<file path="config.mk">
export PLATFORM = sky130hd
export DESIGN_NAME = led_color_sequencer
export DESIGN_NICKNAME = d
export VERILOG_FILES = /design/src/rtl/led_seq_pkg.sv /design/src/rtl/button_debounce.sv /design/src/rtl/led_color_sequencer.sv
export SDC_FILE = /design/constraint.sdc
export NUM_CORES = 1
export LEC_CHECK = 0
export BUFFER_PORTS_ARGS = -buffer_cell sky130_fd_sc_hd__buf_2
export CAP_MARGIN = 10
export CORE_UTILIZATION = 44
export CTS_CLUSTER_DIAMETER = 120
export DETAILED_ROUTE_END_ITERATION = 12
export GPL_TIMING_DRIVEN = 0
export HOLD_SLACK_MARGIN = 0.15
export SLEW_MARGIN = 40
export SYNTH_ARGS = -nofsm -noshare
export SYNTH_HDL_FRONTEND = slang
export SYNTH_SLANG_ARGS = --single-unit
export TNS_END_PERCENT = 10
</file>
<file path="constraint.sdc">
create_clock -name clock -period 2.57 [get_ports clock]
set_input_delay 0.514 -clock clock [delete_from_list [all_inputs] [get_ports clock]]
set_output_delay 0.514 -clock clock [all_outputs]
set_load 0.02 [all_outputs]
</file>
<file path="src/rtl/led_seq_pkg.sv">
// led_seq_pkg: colour state encoding shared by the sequencer
// and the next-colour helper used by its FSM.
package led_seq_pkg;

    localparam int STATE_W = 2;

    typedef enum logic [STATE_W-1:0] {
        IDLE  = 2'd0,
        RED   = 2'd1,
        GREEN = 2'd2,
        BLUE  = 2'd3
    } state_e;

    // Colour reached by an advance press; BLUE wraps to RED, never IDLE.
    function automatic state_e next_color(state_e s);
        state_e n;
        case (s)
            IDLE:    n = RED;
            RED:     n = GREEN;
            GREEN:   n = BLUE;
            default: n = RED;
        endcase
        return n;
    endfunction

endpackage

</file>
<file path="src/rtl/button_debounce.sv">
// button_debounce: 2-flop synchroniser, level debounce and
// one-cycle pulse on each accepted 0->1 transition.
module button_debounce #(
    parameter logic [15:0] DEBOUNCE_CYCLES = 16'd50000
) (
    input  logic clock,
    input  logic reset_n,
    input  logic raw,
    output logic press_pulse
);

    logic [1:0]  sync_q;
    logic        stable_q;
    logic        stable_d;
    logic [15:0] cnt_q;
    logic [15:0] cnt_d;
    logic        press_q;
    logic        press_d;
    logic        level;

    assign level       = sync_q[1];
    assign press_pulse = press_q;

    // Accept a new level only after it has differed for DEBOUNCE_CYCLES cycles.
    always_comb begin
        stable_d = stable_q;
        cnt_d    = 16'd0;
        press_d  = 1'b0;
        if (level != stable_q) begin
            if (cnt_q == DEBOUNCE_CYCLES - 16'd1) begin
                stable_d = level;
                press_d  = level;
            end else begin
                cnt_d = cnt_q + 16'd1;
            end
        end
    end

    // Synchroniser, debounce state and pulse register.
    always_ff @(posedge clock or negedge reset_n) begin
        if (!reset_n) begin
            sync_q   <= 2'b00;
            stable_q <= 1'b0;
            cnt_q    <= 16'd0;
            press_q  <= 1'b0;
        end else begin
            sync_q   <= {sync_q[0], raw};
            stable_q <= stable_d;
            cnt_q    <= cnt_d;
            press_q  <= press_d;
        end
    end

endmodule

</file>
<file path="src/rtl/led_color_sequencer.sv">
// led_color_sequencer: debounced buttons step an RGB colour FSM;
// the selected LED is gated by a free-running PWM.
module led_color_sequencer
    import led_seq_pkg::*;
#(
    parameter logic [15:0]       DEBOUNCE_CYCLES = 16'd50000,
    parameter int unsigned       PWM_BITS        = 8,
    parameter logic [PWM_BITS:0] DUTY            = (PWM_BITS+1)'(128)
) (
    input  logic clock,
    input  logic reset_n,
    input  logic push_button0,
    input  logic push_button1,
    output logic led_red,
    output logic led_green,
    output logic led_blue
);

    logic                press0;
    logic                press1;
    logic [PWM_BITS-1:0] pwm_cnt_q;
    logic                pwm_on;
    state_e              state_q;
    state_e              state_d;
    logic                red_q;
    logic                green_q;
    logic                blue_q;

    button_debounce #(.DEBOUNCE_CYCLES(DEBOUNCE_CYCLES)) u_btn0 (
        .clock       (clock),
        .reset_n     (reset_n),
        .raw         (push_button0),
        .press_pulse (press0)
    );

    button_debounce #(.DEBOUNCE_CYCLES(DEBOUNCE_CYCLES)) u_btn1 (
        .clock       (clock),
        .reset_n     (reset_n),
        .raw         (push_button1),
        .press_pulse (press1)
    );

    // Free-running PWM counter, wraps naturally at 2^PWM_BITS.
    always_ff @(posedge clock or negedge reset_n) begin
        if (!reset_n) begin
            pwm_cnt_q <= '0;
        end else begin
            pwm_cnt_q <= pwm_cnt_q + PWM_BITS'(1);
        end
    end

    assign pwm_on = ({1'b0, pwm_cnt_q} < DUTY);

    // Next colour: the return-to-idle button overrides advance.
    always_comb begin
        state_d = state_q;
        priority case (1'b1)
            press1:  state_d = IDLE;
            press0:  state_d = next_color(state_q);
            default: state_d = state_q;
        endcase
    end

    // Colour state and PWM-gated LED registers.
    always_ff @(posedge clock or negedge reset_n) begin
        if (!reset_n) begin
            state_q <= IDLE;
            red_q   <= 1'b0;
            green_q <= 1'b0;
            blue_q  <= 1'b0;
        end else begin
            state_q <= state_d;
            red_q   <= (state_q == RED)   & pwm_on;
            green_q <= (state_q == GREEN) & pwm_on;
            blue_q  <= (state_q == BLUE)  & pwm_on;
        end
    end

    assign led_red   = red_q;
    assign led_green = green_q;
    assign led_blue  = blue_q;

endmodule

</file>
==> impl_metrics.xml <==
<?xml version="1.0" encoding="UTF-8"?>
<metrics>
  <group name="timing">
    <metric name="post-route-period-util" unit="%">81.6</metric>
    <metric name="setup_repair_after_global_routing_missed_its_margin" unit="">no</metric>
    <metric name="finalMaxSlewViolations" unit="">0</metric>
    <metric name="worst_slew_pin_slew" unit="ns">0.655</metric>
    <metric name="max_slew_margin" unit="%">56.3</metric>
    <metric name="min_cycle_time_layout" unit="ns">2.10</metric>
    <metric name="fmax" unit="MHz">477</metric>
    <metric name="setup_total_negative_slack" unit="ns">0</metric>
    <metric name="setup_viol" unit="">0</metric>
    <metric name="finClkSkew" unit="ns">0.00502</metric>
    <metric name="fin_worst_hold_slack" unit="ns">0.231</metric>
    <metric name="hold_viol" unit="">0</metric>
  </group>
  <group name="synth">
    <metric name="synthSimpleGateAreaFrac" unit="%">22.3</metric>
    <metric name="synthDistinctLibCells" unit="">31</metric>
    <metric name="synth_top_family_by_area" unit="">simple AND/OR/NAND/NOR gates</metric>
    <metric name="postSynthAreaPerCell" unit="um^2">11.2</metric>
    <metric name="multiplexer_share_of_the_synthesized_area" unit="%">1.57</metric>
    <metric name="ys_seq_area_share" unit="%">55.6</metric>
    <metric name="synth_cells" unit="">214</metric>
    <metric name="synth_async_sr_flop_share" unit="%">100</metric>
    <metric name="synth-xor-area-share" unit="%">12.5</metric>
    <metric name="synth-compound-area-share" unit="%">2.46</metric>
    <metric name="synth-edff-count" unit="">0</metric>
    <metric name="synth_fp_nets" unit="">225</metric>
    <metric name="post_synth_instance_area" unit="um^2">2390</metric>
    <metric name="ys_warn_count" unit="">0</metric>
    <metric name="postSynthRegisterBits" unit="">53</metric>
    <metric name="synth-main-ff-cell" unit="">sky130_fd_sc_hd__dfrtp_1</metric>
    <metric name="synth_adder_area_share" unit="%">3.67</metric>
  </group>
  <group name="setup_path">
    <metric name="startpoint_type" unit="">register</metric>
    <metric name="worst_r2r_endpoint" unit="">u_btn0.cnt_q[8]$_DFF_PN0_</metric>
    <metric name="worst_setup_path_startpoint" unit="">u_btn0.cnt_q[0]$_DFF_PN0_</metric>
    <metric name="timing.critical_path.fanout_max" unit="">10</metric>
    <metric name="r2r_setup_slack" unit="ns">0.47</metric>
    <metric name="r2r.worst_path.cells" unit="">5</metric>
    <metric name="path_class" unit="">register to register</metric>
    <metric name="critPathRequiredTime" unit="ns">2.76</metric>
    <metric name="crit_arrival" unit="ns">2.29</metric>
    <metric name="critical_register_to_register_path_startpoint" unit="">u_btn0.cnt_q[0]$_DFF_PN0_</metric>
    <metric name="capturing_instance_or_port_of_the_critical_path" unit="">u_btn0.cnt_q[8]$_DFF_PN0_</metric>
    <metric name="endpoint_kind" unit="">register</metric>
  </group>
  <group name="floorplanning">
    <metric name="die_area" unit="um^2">5720</metric>
    <metric name="die-height" unit="um">75.7</metric>
    <metric name="fp-row-count" unit="">26</metric>
    <metric name="top_level_pins" unit="">7</metric>
    <metric name="core_area" unit="um^2">5170</metric>
    <metric name="dieWidth" unit="um">75.7</metric>
    <metric name="floorplan.initialDensity" unit="%">46.2</metric>
  </group>
  <group name="clock_tree">
    <metric name="clock_latency" unit="ns">0.30</metric>
    <metric name="cts-htree-levels" unit="">2</metric>
    <metric name="cts_hold_repair.buffers" unit="">0</metric>
    <metric name="tritoncts_num_sinks" unit="">53</metric>
    <metric name="postCtsSetupRepairBufs" unit="">0</metric>
    <metric name="cts_tree" unit="">built</metric>
    <metric name="clk_path_buf_depth" unit="">2</metric>
    <metric name="cts.clk_slew.worst_paths" unit="ns">0.09</metric>
    <metric name="post_cts_resized" unit="">0</metric>
    <metric name="cts.root.buffer_cell" unit="">sky130_fd_sc_hd__clkbuf_8</metric>
    <metric name="cts_made_buffers" unit="">5</metric>
  </group>
  <group name="route">
    <metric name="number_of_vias_after_detailed_routing" unit="">1498</metric>
    <metric name="route.detailed.drc" unit="">0</metric>
    <metric name="detail_route.iter0.violations" unit="">80</metric>
    <metric name="drt_first_pass_iters" unit="">4</metric>
    <metric name="drtAntennaViolNets" unit="">0</metric>
    <metric name="route.final.wire_length" unit="mm">3.84</metric>
    <metric name="detail_route.wl_per_cell" unit="um">12.9</metric>
    <metric name="vias_per_cell" unit="">5.03</metric>
  </group>
  <group name="grt">
    <metric name="grt_pass1_wl" unit="mm">6.62</metric>
    <metric name="global_route.overflow_total" unit="">0</metric>
    <metric name="antenna_found_initial" unit="">0</metric>
    <metric name="globalRouteTotalUtil" unit="%">15.6</metric>
    <metric name="first_global_vias" unit="">1449</metric>
    <metric name="grt_start_max_net_pins" unit="">54</metric>
  </group>
  <group name="pwr">
    <metric name="ir_drop" unit="V">0.000282</metric>
    <metric name="static_leakage_power" unit="nW">1.13</metric>
    <metric name="cellPowerDensity" unit="nW/um^2">566</metric>
  </group>
  <group name="final_layout">
    <metric name="layout.nets" unit="">238</metric>
    <metric name="antenna_diode_count" unit="">0</metric>
    <metric name="fillers" unit="">473</metric>
    <metric name="area.growth.synth_to_final" unit="%">10.1</metric>
    <metric name="mostFrequentLayoutCells" unit="">53 x sky130_fd_sc_hd__dfrtp_1, 36 x sky130_fd_sc_hd__nor2_1, 25 x sky130_fd_sc_hd__xnor2_1</metric>
    <metric name="drive_gt1_share" unit="%">11.4</metric>
    <metric name="layout_commonest_cell" unit="">sky130_fd_sc_hd__dfrtp_1</metric>
    <metric name="final_design_area_no_fill" unit="um^2">2630</metric>
  </group>
  <group name="worst_hold_path">
    <metric name="holdCritPathClass" unit="">input port to asynchronous set/reset pin</metric>
  </group>
  <group name="place">
    <metric name="hpwl" unit="mm">2.55</metric>
    <metric name="placed_cell_area" unit="um^2">2510</metric>
    <metric name="place.port_buffers" unit="">6</metric>
    <metric name="gp_congestion" unit="">0.747</metric>
  </group>
  <group name="outcome">
    <metric name="status" unit="">complete, no violations</metric>
  </group>
  <group name="job">
    <metric name="max_cap_violations" unit="">0</metric>
  </group>
</metrics>
[critical path, stage by stage (launching register included)]
cell                      delay, ns
sky130_fd_sc_hd__dfrtp_1       0.42
sky130_fd_sc_hd__ha_1          0.21
sky130_fd_sc_hd__nand3_1       0.35
sky130_fd_sc_hd__o41ai_4       0.60
sky130_fd_sc_hd__buf_2         0.32
sky130_fd_sc_hd__nor2_1        0.08
[state kept, by name, summed over array words and instances, names as in the netlist, 2 cells and up]
signal and count:
u_btn0.cnt_q 16, u_btn0.sync_q 2, state_q 2, u_btn1.sync_q 2
u_btn1.cnt_q 16, pwm_cnt_q 8
[how the worst min path moves through the flow]
| stage | startpoint | to | slack (ns) | depth (start not counted) |
|---|---|---|---|---|
| 5_1_grt | reset_n | led_red$_DFF_PN0_ | 0.29 | 1 |
| 6_report | reset_n | led_red$_DFF_PN0_ | 0.23 | 1 |
| 3_3_place_gp | u_btn0.sync_q[0]$_DFF_PN0_ | u_btn0.sync_q[1]$_DFF_PN0_ | 0.34 | 0 |
| 2_1_floorplan | reset_n | led_blue$_DFF_PN0_ | 0.22 | 0 |
| 3_5_place_dp | u_btn1.sync_q[0]$_DFF_PN0_ | u_btn1.sync_q[1]$_DFF_PN0_ | 0.34 | 0 |
| 4_1_cts | reset_n | led_red$_DFF_PN0_ | 0.25 | 1 |
[routing by layer]
metal	track usage (%)	vias up	part of all wire [%]	wire length (um)
li1	-	758	-	-
met1	22.3	714	52	1990
met2	22.7	19	44	1680
met3	3.97	7	2.8	108
met4	6.17	0	1.6	61
met5	0	-	0	0
[power by group]
part	switching (mW)	total, mW	internal, mW
Combinational	0.0312	0.0456	0.0144
Sequential	0.0104	0.854	0.844
Clock	0.269	0.586	0.317
[cell families (layout without fill, tap and decap cells)]
kind of cell / after synthesis / in the layout
AND/OR/NAND/NOR: 101 / 101
flip-flops: 53 / 53
XOR/XNOR: 34 / 34
buffers and inverters: 10 / 24
adder cells (fa/ha/maj): 7 / 7
AO/OA/AOI/OAI: 6 / 6
multiplexers: 3 / 3
[Yosys cell counts (all sizes together), types with 2 or more instances]
library cell	n	area share (%)
a21oi	2	0.42
and3	5	1.4
buf	2	0.68
dfrtp	53	56
ha	7	3.7
inv	8	1.3
mux2	3	1.6
nand2	8	1.6
nand3	17	3.6
nand4	8	2.1
nor2	36	5.7
nor2b	3	0.79
nor3	7	1.5
nor3b	2	0.63
nor4	7	1.8
or4	2	0.94
or4b	2	0.84
xnor2	25	9.2
xor2	9	3.3
[area by class of cell]
cell class              instances  area [um^2]  area share (%)
clock buffers                   6         82.6            3.14
plain buffers                   2         16.3           0.619
clock inverters                 2         37.5            1.43
repair buffers                  6         32.5            1.24
multi-input cells             151         1010            38.6
inverters                       8         30.0            1.14
flip-flops and latches         53         1330            50.5
well taps                      70         87.6            3.33
[through the flow]
stage	total power, mW	instances	utilization, %	worst slack (ns)
floorplan	0.890	214	-	0.733
global placement	0.917	290	48.4	0.507
detailed placement	0.918	290	48.5	0.524
CTS	1.51	298	50.8	0.484
global route	1.55	298	50.8	0.358
finish	1.49	298	50.8	0.472
Note: power is estimated with default switching activity, not from simulation.
